$ cat src/rtl/motor_bus_pkg.sv
// Shared definitions for the 4-axis motor register bus scheduler:
// bus widths, axis encodings, phase FSM states and the default poll address.
package motor_bus_pkg;

  localparam int unsigned ADDR_W = 8;
  localparam int unsigned DATA_W = 32;
  localparam int unsigned N_AXIS = 4;

  localparam logic [1:0] AXIS_X = 2'd0;
  localparam logic [1:0] AXIS_Y = 2'd1;
  localparam logic [1:0] AXIS_Z = 2'd2;
  localparam logic [1:0] AXIS_W = 2'd3;

  localparam logic [ADDR_W-1:0] STATUS_ADDR_DEF = 8'h10;

  typedef enum logic [1:0] {
    ST_IDLE,
    ST_SETUP,
    ST_STROBE,
    ST_HOLD
  } bus_state_e;

  typedef enum logic {
    GRANT_HOST,
    GRANT_POLL
  } grant_e;

  // Active-low one-hot chip select for the given axis.
  function automatic logic [N_AXIS-1:0] axis_cs_n(input logic [1:0] axis);
    return ~(N_AXIS'(1) << axis);
  endfunction

endpackage

$ cat src/rtl/motor_poll_timer.sv
// Periodic status-poll request generator: free-running period counter,
// sticky pending flag and round-robin axis pointer.
module motor_poll_timer
  import motor_bus_pkg::*;
#(
  parameter int unsigned POLL_PERIOD = 1000
) (
  input  logic       clk,
  input  logic       rst,
  input  logic       poll_grant,
  input  logic       poll_done,
  output logic       poll_pending,
  output logic [1:0] poll_axis
);

  localparam int unsigned CNT_W = $clog2(POLL_PERIOD);

  logic [CNT_W-1:0] cnt;
  logic             wrap;

  assign wrap = (cnt == CNT_W'(POLL_PERIOD - 1));

  always_ff @(posedge clk or posedge rst) begin
    if (rst) begin
      cnt          <= '0;
      poll_pending <= 1'b0;
      poll_axis    <= AXIS_X;
    end else begin
      cnt <= wrap ? '0 : cnt + 1'b1;
      // A tick landing on the grant cycle re-arms the request rather than being lost.
      if (wrap) begin
        poll_pending <= 1'b1;
      end else if (poll_grant) begin
        poll_pending <= 1'b0;
      end
      if (poll_done) begin
        poll_axis <= poll_axis + 2'd1;
      end
    end
  end

endmodule

$ cat src/rtl/motor_bus_scheduler.sv
// Shared 4-axis motor register bus owner: arbitrates host commands against the
// periodic status poller and sequences setup/strobe/hold bus transactions.
module motor_bus_scheduler
  import motor_bus_pkg::*;
#(
  parameter int unsigned       SETUP_CYC   = 1,
  parameter int unsigned       STROBE_CYC  = 2,
  parameter int unsigned       HOLD_CYC    = 1,
  parameter int unsigned       POLL_PERIOD = 1000,
  parameter logic [ADDR_W-1:0] STATUS_ADDR = STATUS_ADDR_DEF
) (
  input  logic                     clk,
  input  logic                     rst,
  input  logic                     cmd_valid,
  output logic                     cmd_ready,
  input  logic                     cmd_write,
  input  logic [1:0]               cmd_axis,
  input  logic [ADDR_W-1:0]        cmd_addr,
  input  logic [DATA_W-1:0]        cmd_wdata,
  output logic                     rsp_valid,
  output logic [DATA_W-1:0]        rsp_rdata,
  output logic [N_AXIS-1:0]        motor_cs_n,
  output logic [ADDR_W-1:0]        motor_addr,
  output logic                     motor_oe_n,
  output logic                     motor_we_n,
  output logic [DATA_W-1:0]        motor_data_o,
  output logic                     motor_data_t,
  input  logic [DATA_W-1:0]        motor_data_i,
  output logic [N_AXIS*DATA_W-1:0] status_q,
  output logic [N_AXIS-1:0]        status_upd
);

  localparam int unsigned MAX_PH = (SETUP_CYC > STROBE_CYC)
                                   ? ((SETUP_CYC > HOLD_CYC) ? SETUP_CYC : HOLD_CYC)
                                   : ((STROBE_CYC > HOLD_CYC) ? STROBE_CYC : HOLD_CYC);
  localparam int unsigned CNT_W  = $clog2(MAX_PH) + 1;

  bus_state_e       state, state_nx;
  logic [CNT_W-1:0] ph_cnt, ph_cnt_nx;
  logic             phase_end;
  grant_e           last_grant;
  logic             host_gnt, poll_gnt, poll_done;
  logic             poll_pending;
  logic [1:0]       poll_axis;

  logic             txn_poll, txn_write;
  logic [1:0]       txn_axis;
  logic [DATA_W-1:0] rd_cap;

  motor_poll_timer #(
    .POLL_PERIOD (POLL_PERIOD)
  ) u_poll_timer (
    .clk          (clk),
    .rst          (rst),
    .poll_grant   (poll_gnt),
    .poll_done    (poll_done),
    .poll_pending (poll_pending),
    .poll_axis    (poll_axis)
  );

  assign phase_end = (ph_cnt == '0);
  assign cmd_ready = host_gnt;

  always_comb begin
    state_nx  = state;
    ph_cnt_nx = ph_cnt;
    host_gnt  = 1'b0;
    poll_gnt  = 1'b0;
    poll_done = 1'b0;
    case (state)
      ST_IDLE: begin
        // Under contention the side that did not win last time goes next.
        if (cmd_valid && (!poll_pending || last_grant == GRANT_POLL)) begin
          host_gnt = 1'b1;
        end else if (poll_pending) begin
          poll_gnt = 1'b1;
        end
        if (host_gnt || poll_gnt) begin
          state_nx  = ST_SETUP;
          ph_cnt_nx = CNT_W'(SETUP_CYC - 1);
        end
      end
      ST_SETUP: begin
        if (phase_end) begin
          state_nx  = ST_STROBE;
          ph_cnt_nx = CNT_W'(STROBE_CYC - 1);
        end else begin
          ph_cnt_nx = ph_cnt - 1'b1;
        end
      end
      ST_STROBE: begin
        if (phase_end) begin
          state_nx  = ST_HOLD;
          ph_cnt_nx = CNT_W'(HOLD_CYC - 1);
        end else begin
          ph_cnt_nx = ph_cnt - 1'b1;
        end
      end
      ST_HOLD: begin
        if (phase_end) begin
          state_nx  = ST_IDLE;
          poll_done = txn_poll;
        end else begin
          ph_cnt_nx = ph_cnt - 1'b1;
        end
      end
      default: state_nx = ST_IDLE;
    endcase
  end

  always_ff @(posedge clk or posedge rst) begin
    if (rst) begin
      state  <= ST_IDLE;
      ph_cnt <= '0;
    end else begin
      state  <= state_nx;
      ph_cnt <= ph_cnt_nx;
    end
  end

  always_ff @(posedge clk or posedge rst) begin
    if (rst) begin
      last_grant   <= GRANT_POLL;
      txn_poll     <= 1'b0;
      txn_write    <= 1'b0;
      txn_axis     <= AXIS_X;
      rd_cap       <= '0;
      motor_cs_n   <= '1;
      motor_addr   <= '0;
      motor_oe_n   <= 1'b1;
      motor_we_n   <= 1'b1;
      motor_data_o <= '0;
      motor_data_t <= 1'b1;
      rsp_valid    <= 1'b0;
      rsp_rdata    <= '0;
      status_q     <= '0;
      status_upd   <= '0;
    end else begin
      rsp_valid  <= 1'b0;
      status_upd <= '0;
      case (state)
        ST_IDLE: begin
          if (host_gnt) begin
            last_grant   <= GRANT_HOST;
            txn_poll     <= 1'b0;
            txn_write    <= cmd_write;
            txn_axis     <= cmd_axis;
            motor_cs_n   <= axis_cs_n(cmd_axis);
            motor_addr   <= cmd_addr;
            motor_data_o <= cmd_write ? cmd_wdata : '0;
            motor_data_t <= ~cmd_write;
          end else if (poll_gnt) begin
            last_grant   <= GRANT_POLL;
            txn_poll     <= 1'b1;
            txn_write    <= 1'b0;
            txn_axis     <= poll_axis;
            motor_cs_n   <= axis_cs_n(poll_axis);
            motor_addr   <= STATUS_ADDR;
            motor_data_o <= '0;
            motor_data_t <= 1'b1;
          end
        end
        ST_SETUP: begin
          if (phase_end) begin
            motor_we_n <= ~txn_write;
            motor_oe_n <= txn_write;
          end
        end
        ST_STROBE: begin
          if (phase_end) begin
            motor_we_n <= 1'b1;
            motor_oe_n <= 1'b1;
            rd_cap     <= motor_data_i;
          end
        end
        ST_HOLD: begin
          if (phase_end) begin
            motor_cs_n   <= '1;
            motor_data_t <= 1'b1;
            if (txn_poll) begin
              status_q[{txn_axis, 5'd0} +: DATA_W] <= rd_cap;
              status_upd[txn_axis]                 <= 1'b1;
            end else begin
              rsp_valid <= 1'b1;
              rsp_rdata <= txn_write ? '0 : rd_cap;
            end
          end
        end
        default: ;
      endcase
    end
  end

endmodule

$ cat config.mk
export PLATFORM = sky130hd
export DESIGN_NAME = motor_bus_scheduler
export DESIGN_NICKNAME = d
export VERILOG_FILES = /design/src/rtl/motor_bus_pkg.sv /design/src/rtl/motor_poll_timer.sv /design/src/rtl/motor_bus_scheduler.sv
export SDC_FILE = /design/constraint.sdc
export NUM_CORES = 1
export LEC_CHECK = 0
export BUFFER_PORTS_ARGS = -buffer_cell sky130_fd_sc_hd__buf_2
export CAP_MARGIN = 0
export CORE_ASPECT_RATIO = 0.8
export CORE_MARGIN = 2
export CORE_UTILIZATION = 35
export DETAILED_ROUTE_END_ITERATION = 10
export PLACE_DENSITY = 0.62
export SYNTH_ARGS = -nofsm -noshare
export SYNTH_HDL_FRONTEND = slang
export SYNTH_SLANG_ARGS = --single-unit
$ cat constraint.sdc
create_clock -name clk -period 23.1 [get_ports clk]
set_input_delay 1.155 -clock clk [delete_from_list [all_inputs] [get_ports clk]]
set_output_delay 1.155 -clock clk [all_outputs]
set_load 0.02 [all_outputs]
==> flow_metrics.env, run 1 <==
export IMPL_status="complete, no violations"
export IMPL_postCtsHoldBufs=0
export IMPL_hold_end="u_poll_timer.cnt[0]"
export IMPL_arrival_ps=2130
export IMPL_area_delta_synth_final_pct=24.40
export IMPL_ys_seq_area_frac=0.6170
export IMPL_wl_um=29940
export IMPL_first_global_vias=8101
export IMPL_drc=0
export IMPL_drtPass1Iterations=5
export IMPL_start_util=0.3556
export IMPL_p_leak_nw=6.701
export IMPL_core_mm2=0.03038
export IMPL_io_pins=291
export IMPL_critPathKind="register to primary output"
export IMPL_required_ps=21950
export IMPL_place_hpwl_um=19780
export IMPL_min_period_ps=3287
export IMPL_routabilityCongestion=0.7813
export IMPL_dieArea_mm2=0.03230
export IMPL_port_buffer_count=290
export IMPL_clock_skew_ps=15.82
export IMPL_cts_resized=0
export IMPL_post_route_cell_area_mm2=0.01344
export IMPL_dp_worst_setup_slack_ps=19930
export IMPL_dpl_cell_count=1691
export IMPL_clock_fmax_mhz=304.2
export IMPL_grt_usage=0.1826
export IMPL_max_cap_violations=0
export IMPL_postRouteAntennaNets=0
export IMPL_drt_iter0_drc=353
export IMPL_r2r_start="txn_axis[0]"
export IMPL_pwr_share_clk=0.276
export IMPL_grtUsageMet1=0.2704
export IMPL_use_met2=0.2727
export IMPL_cts_buffers=27
export IMPL_reg2reg_depth=6
export IMPL_synth_area_mm2=0.01080
export IMPL_reg2reg_to="status_q[90]"
export IMPL_wl_per_cell_um=17.21
export IMPL_yosys_cell_types_count=46
export IMPL_grt_pass1_wl_um=46700
export IMPL_cts_path_max_buffers=3
export IMPL_finalSetupTns_ps=0
export IMPL_grt_met3_usage=0.04298
export IMPL_rrSetupSlack_ps=20520
export IMPL_most_common_layout_cells="nand2_1 (322), buf_2 (290), dfrtp_1 (258)"
export IMPL_final_common_cell="nand2_1"
export IMPL_ys_flop_type="dfrtp_1"
export IMPL_diodes=0
export IMPL_power_mw=1.595
export IMPL_final_util=0.4424
export IMPL_finalMaxSlewViolations=0
export IMPL_antenna_found_initial=0
export IMPL_finalNonFillerCells=1740
export IMPL_irDropWorstVdd_mv=0.06713
export IMPL_rsz0062_at_grt="false"
export IMPL_busiest_layer="met2"
export IMPL_start_kind="register"
export IMPL_p_int_mw=1.010
export IMPL_min_from="u_poll_timer.cnt[0]"
export IMPL_power_switching_mw=0.5847
export IMPL_vias=8215
export IMPL_p_seq_frac=0.417
export IMPL_clkTransAtPathRegs_ps=60
export IMPL_syn_inst=1040
export IMPL_nNetsFinal=1402
export IMPL_rows=57
export IMPL_tightest_slew_ps=1069
export IMPL_max_slew_margin=0.2871
export IMPL_p_sw_frac=0.3666
export IMPL_post_cts_buffers=0
export IMPL_cts_root_buf="clkbuf_16"
export IMPL_drive_above_1_share=0.3037
export IMPL_clkLatencyLatePin_ps=540
export IMPL_fp_dieH_um=161.1
export IMPL_hold_slack_ps=470.2
export IMPL_setup_viol=0
export IMPL_die_w_um=200.4
export IMPL_syn_area_per_cell_um2=10.39
export IMPL_async_flop_share=1.000
export IMPL_p_per_area_mw_per_mm2=118.7
export IMPL_crit_fanout=18
export IMPL_hold_viol_final=0
export IMPL_routed_via_density=4.721
export IMPL_synth_warnings=0
export IMPL_endpoint_kind="primary output"
export IMPL_grt_max_degree=125
export IMPL_cts_sinks=266
export IMPL_synth_edf_count=0
export IMPL_hold_depth=1
export IMPL_synth_fp_nets=1135
export IMPL_placed_area_mm2=0.01255
export IMPL_final_period_utilization=0.1423
export IMPL_hp_class="register to register"
export IMPL_synth_seq_cells=266
export IMPL_cts_tree="yes"
export IMPL_grt_ovfl_total=0
export IMPL_power_frac_comb=0.307
export IMPL_setup_ws_ps=19810
export IMPL_htree_levels=1
[layout make-up]
type	instances	area [um^2]
Inverter	17	78.83
Tap cell	413	516.7
Fill cell	2969	16940
Timing Repair Buffer	303	1549
Clock inverter	10	113.9
Clock buffer	39	780.7
Multi-Input combinational cell	692	3735
Sequential cell	266	6666
[synth_stat cells (2+ instances only)]
cell,instances,area (um^2)
nand2_1,326,1224
dfrtp_1,258,6456
o21ai_0,125,625.6
o21ai_1,42,210.2
nand2b_1,34,212.7
mux2_2,33,371.6
a22o_1,32,280.3
buf_2,28,140.1
clkbuf_1,20,75.07
ha_1,17,212.7
inv_1,15,56.30
nor2_1,14,52.55
nand3_1,12,60.06
dfstp_2,8,210.2
buf_4,7,52.55
o22a_1,7,61.31
a21o_1,4,30.03
a21oi_1,4,20.02
buf_8,4,60.06
clkbuf_2,4,20.02
mux2i_1,4,40.04
xnor2_1,4,35.03
nor2b_1,3,18.77
nor3_1,3,15.01
nor3b_2,3,37.54
a22oi_1,2,15.01
a31oi_1,2,12.51
and2_1,2,12.51
and3_1,2,12.51
buf_6,2,22.52
nand4_1,2,12.51
o31ai_1,2,15.01
xor2_1,2,17.52
[critical path, cell delays in order, from the launching register on]
cell     delay, ps
dfrtp_1        420
inv_1          100
ha_1           320
nand2_1        100
a21o_1         310
inv_8          180
buf_2          180
[worst max-delay path by stage]
stage          slack, ps      start            end
2_1_floorplan      14630        rst  motor_addr[0]
3_3_place_gp       19960  cmd_valid      cmd_ready
3_5_place_dp       19930  cmd_valid      cmd_ready
4_1_cts            19780   state[0]      cmd_ready
5_1_grt            19690   state[0]      cmd_ready
6_report           19810   state[0]      cmd_ready
[flip-flops by register name, indices dropped and copies added (netlist names), 4 cells and up]
signal,count
status_q,128
motor_data_o,32
rd_cap,32
rsp_rdata,32
u_poll_timer.cnt,10
motor_addr,8
motor_cs_n,4
status_upd,4
[cells by family (layout without fill, tap and decap cells)]
family                     Yosys count  count (layout)  synth area share
and+or+nand+nor                    407             407            0.1576
DFF                                266             266            0.6170
AOI/OAI and AO/OA                  225             225            0.1218
buffers and inverters               82             369           0.04088
muxes                               37              37           0.03810
adders and majority gates           17              17           0.01969
xor gates and xnor gates             6               6          0.004864
[metal layers]
| metal | vias to the layer above | part of all wire | wire length [um] |
|---|---|---|---|
| met5 | - | 0 | 0 |
| met4 | 0 | 0.019 | 573 |
| met3 | 39 | 0.070 | 2110 |
| met2 | 282 | 0.44 | 13030 |
| met1 | 3905 | 0.48 | 14220 |
| li1 | 3989 | - | - |
[power groups by stage]
stage,clock [mW],sequential [mW],combinational (mW)
CTS,0.453,0.666,0.498
global route,0.472,0.680,0.539
global placement,0,0.671,0.489
finish,0.441,0.665,0.489
floorplan,0,0.713,0.270
detailed placement,0,0.671,0.498
Note: power is estimated with default switching activity, not from simulation.
==> run 2, diff against run 1 <==
==> constraint.sdc (replaced) <==
create_clock -name clk -period 3.23 [get_ports clk]
set_input_delay 0.1615 -clock clk [delete_from_list [all_inputs] [get_ports clk]]
set_output_delay 0.1615 -clock clk [all_outputs]
set_load 0.02 [all_outputs]
==> run 2 against run 1 <==
Net effect:
- worst hold slack worse by 430 ps
- cell area is 7.9% higher
- clock skew is 6.6 ps lower
- sequential cell count stayed put
- die area stayed put
- non-clock buffer count is 82 higher
- setup slack worse by 19000 ps
- critical endpoint is now status_q[122]
- largest power group unchanged
==> flow_metrics.env, run 2 (synthesis results as in run 1) <==
export IMPL_setup_viol=0
export IMPL_area_delta_synth_final_pct=34.20
export IMPL_crit_buf_inv=2
export IMPL_endpoint_kind="register"
export IMPL_routed_via_density=4.657
export IMPL_hp_class="input port to register"
export IMPL_start_kind="register"
export IMPL_p_leak_nw=7.156
export IMPL_htree_levels=1
export IMPL_rows=57
export IMPL_largest_reg_flops=128
export IMPL_drc=0
export IMPL_min_period_ps=2420
export IMPL_required_ps=3620
export IMPL_drt_iter0_drc=346
export IMPL_critical_path_max_stage_delay_ps=450
export IMPL_status="complete, no violations"
export IMPL_clkLatencyLatePin_ps=530
export IMPL_io_pins=291
export IMPL_finalMaxSlewViolations=0
export IMPL_max_slew_margin=0.4981
export IMPL_diodes=0
export IMPL_clkTransAtPathRegs_ps=60
export IMPL_dieArea_mm2=0.03230
export IMPL_core_mm2=0.03038
export IMPL_cts_resized=0
export IMPL_grt_max_degree=79
export IMPL_crit_fanout=36
export IMPL_irDropWorstVdd_mv=0.4800
export IMPL_vias=8504
export IMPL_fp_dieH_um=161.1
export IMPL_grt_usage=0.1885
export IMPL_arrival_ps=2810
export IMPL_clock_skew_ps=9.210
export IMPL_cts_path_max_buffers=3
export IMPL_critPathKind="register to register"
export IMPL_cts_root_buf="clkbuf_16"
export IMPL_final_common_cell="nand2_1"
export IMPL_max_cap_violations=0
export IMPL_final_period_utilization=0.7491
export IMPL_antenna_found_initial=0
export IMPL_n_fill_cell=2858
export IMPL_regMostFlops="status_q"
export IMPL_wl_um=30710
export IMPL_grt_pass1_wl_um=48110
export IMPL_cts_tree="yes"
export IMPL_hold_viol_final=0
export IMPL_clock_fmax_mhz=413.3
export IMPL_die_w_um=200.4
export IMPL_cts_buffers=29
export IMPL_cts_sinks=266
export IMPL_place_hpwl_um=20640
export IMPL_nNetsFinal=1486
export IMPL_start_util=0.3556
export IMPL_cp_cell_sequence="inv_1 -> ha_1 -> and3_1 -> nand2_2 -> buf_4 -> nand2_1 -> o21ai_0"
export IMPL_rsz0062_at_grt="false"
export IMPL_grt_ovfl_total=0
export IMPL_first_global_vias=8395
export IMPL_most_common_layout_cells="nand2_1 (322), buf_2 (290), dfrtp_1 (258)"
export IMPL_wl_per_cell_um=16.82
export IMPL_critPathTopFamily="simple AND/OR/NAND/NOR gates"
export IMPL_port_buffer_count=290
export IMPL_p_per_area_mw_per_mm2=830.7
export IMPL_hold_slack_ps=36.47
export IMPL_power_mw=12.04
export IMPL_tightest_slew_ps=751.2
export IMPL_crit_slowest_cell="and3_1"
export IMPL_routabilityCongestion=0.7578
export IMPL_postRouteAntennaNets=0
export IMPL_drive_above_1_share=0.2930
export IMPL_drtPass1Iterations=4
## run 2: final cells by class
class                           count  area (um^2)  share of cell area
Sequential cell                   266         6666              0.4598
Multi-Input combinational cell    692         3735              0.2576
Timing Repair Buffer              385         2440              0.1683
Clock buffer                       46        899.6             0.06205
Tap cell                          413        516.7             0.03564
Clock inverter                      7        166.4             0.01148
Inverter                           17        75.07            0.005178
## run 2: per-stage QoR
step | setup TNS, ps | cell area [um^2] | utilization | instances | setup WS [ps]
detailed placement | 0 | 12680 | 0.4174 | 1698 | 802.6
floorplan | -112610 | 10810 | - | 1040 | -436.5
CTS | 0 | 14500 | 0.4772 | 1826 | 776.3
global route | 0 | 14500 | 0.4772 | 1826 | 538.0
global placement | 0 | 12680 | 0.4174 | 1698 | 872.1
finish | 0 | 14500 | 0.4772 | 1826 | 810.3
## run 2: worst paths after layout
path	slack, ps	startpoint	cells after the start	to
worst max-delay path	810	ph_cnt[0]	7	status_q[122]
worst min-delay path	40	cmd_valid	4	u_poll_timer.poll_pending
worst max register to register	810	ph_cnt[0]	7	status_q[122]
worst min register to register	460	u_poll_timer.cnt[0]	1	u_poll_timer.cnt[0]
max in group asynchronous	2050	rst	4	status_q[40]
min in group asynchronous	310	rst	3	rsp_rdata[2]
## run 2: timing repair
action	in CTS	in global routing
endpoints found under the setup margin	0	0
hold buffers	75	0
buffers inserted	0	0
hold endpoints to repair	100	0
## run 2: report_power, final
group | switching, mW | internal, mW | total (mW)
registers | 0.736 | 4.04 | 4.77
logic | 2.18 | 1.47 | 3.65
clock network | 1.32 | 2.30 | 3.62
total | 4.24 | 7.80 | 12.0
## run 2: layer usage
layer	wire length, um	vias up	GRT usage
li1	-	4161	-
met1	14540	4049	0.2693
met2	13810	258	0.3003
met3	1862	36	0.04197
met4	489	0	0.03030
met5	0	-	0
## run 2: tightest hold or removal path: stages
cell	delay [ps]
buf_2	120
nand2_1	90
nand2_1	70
a21o_1	100
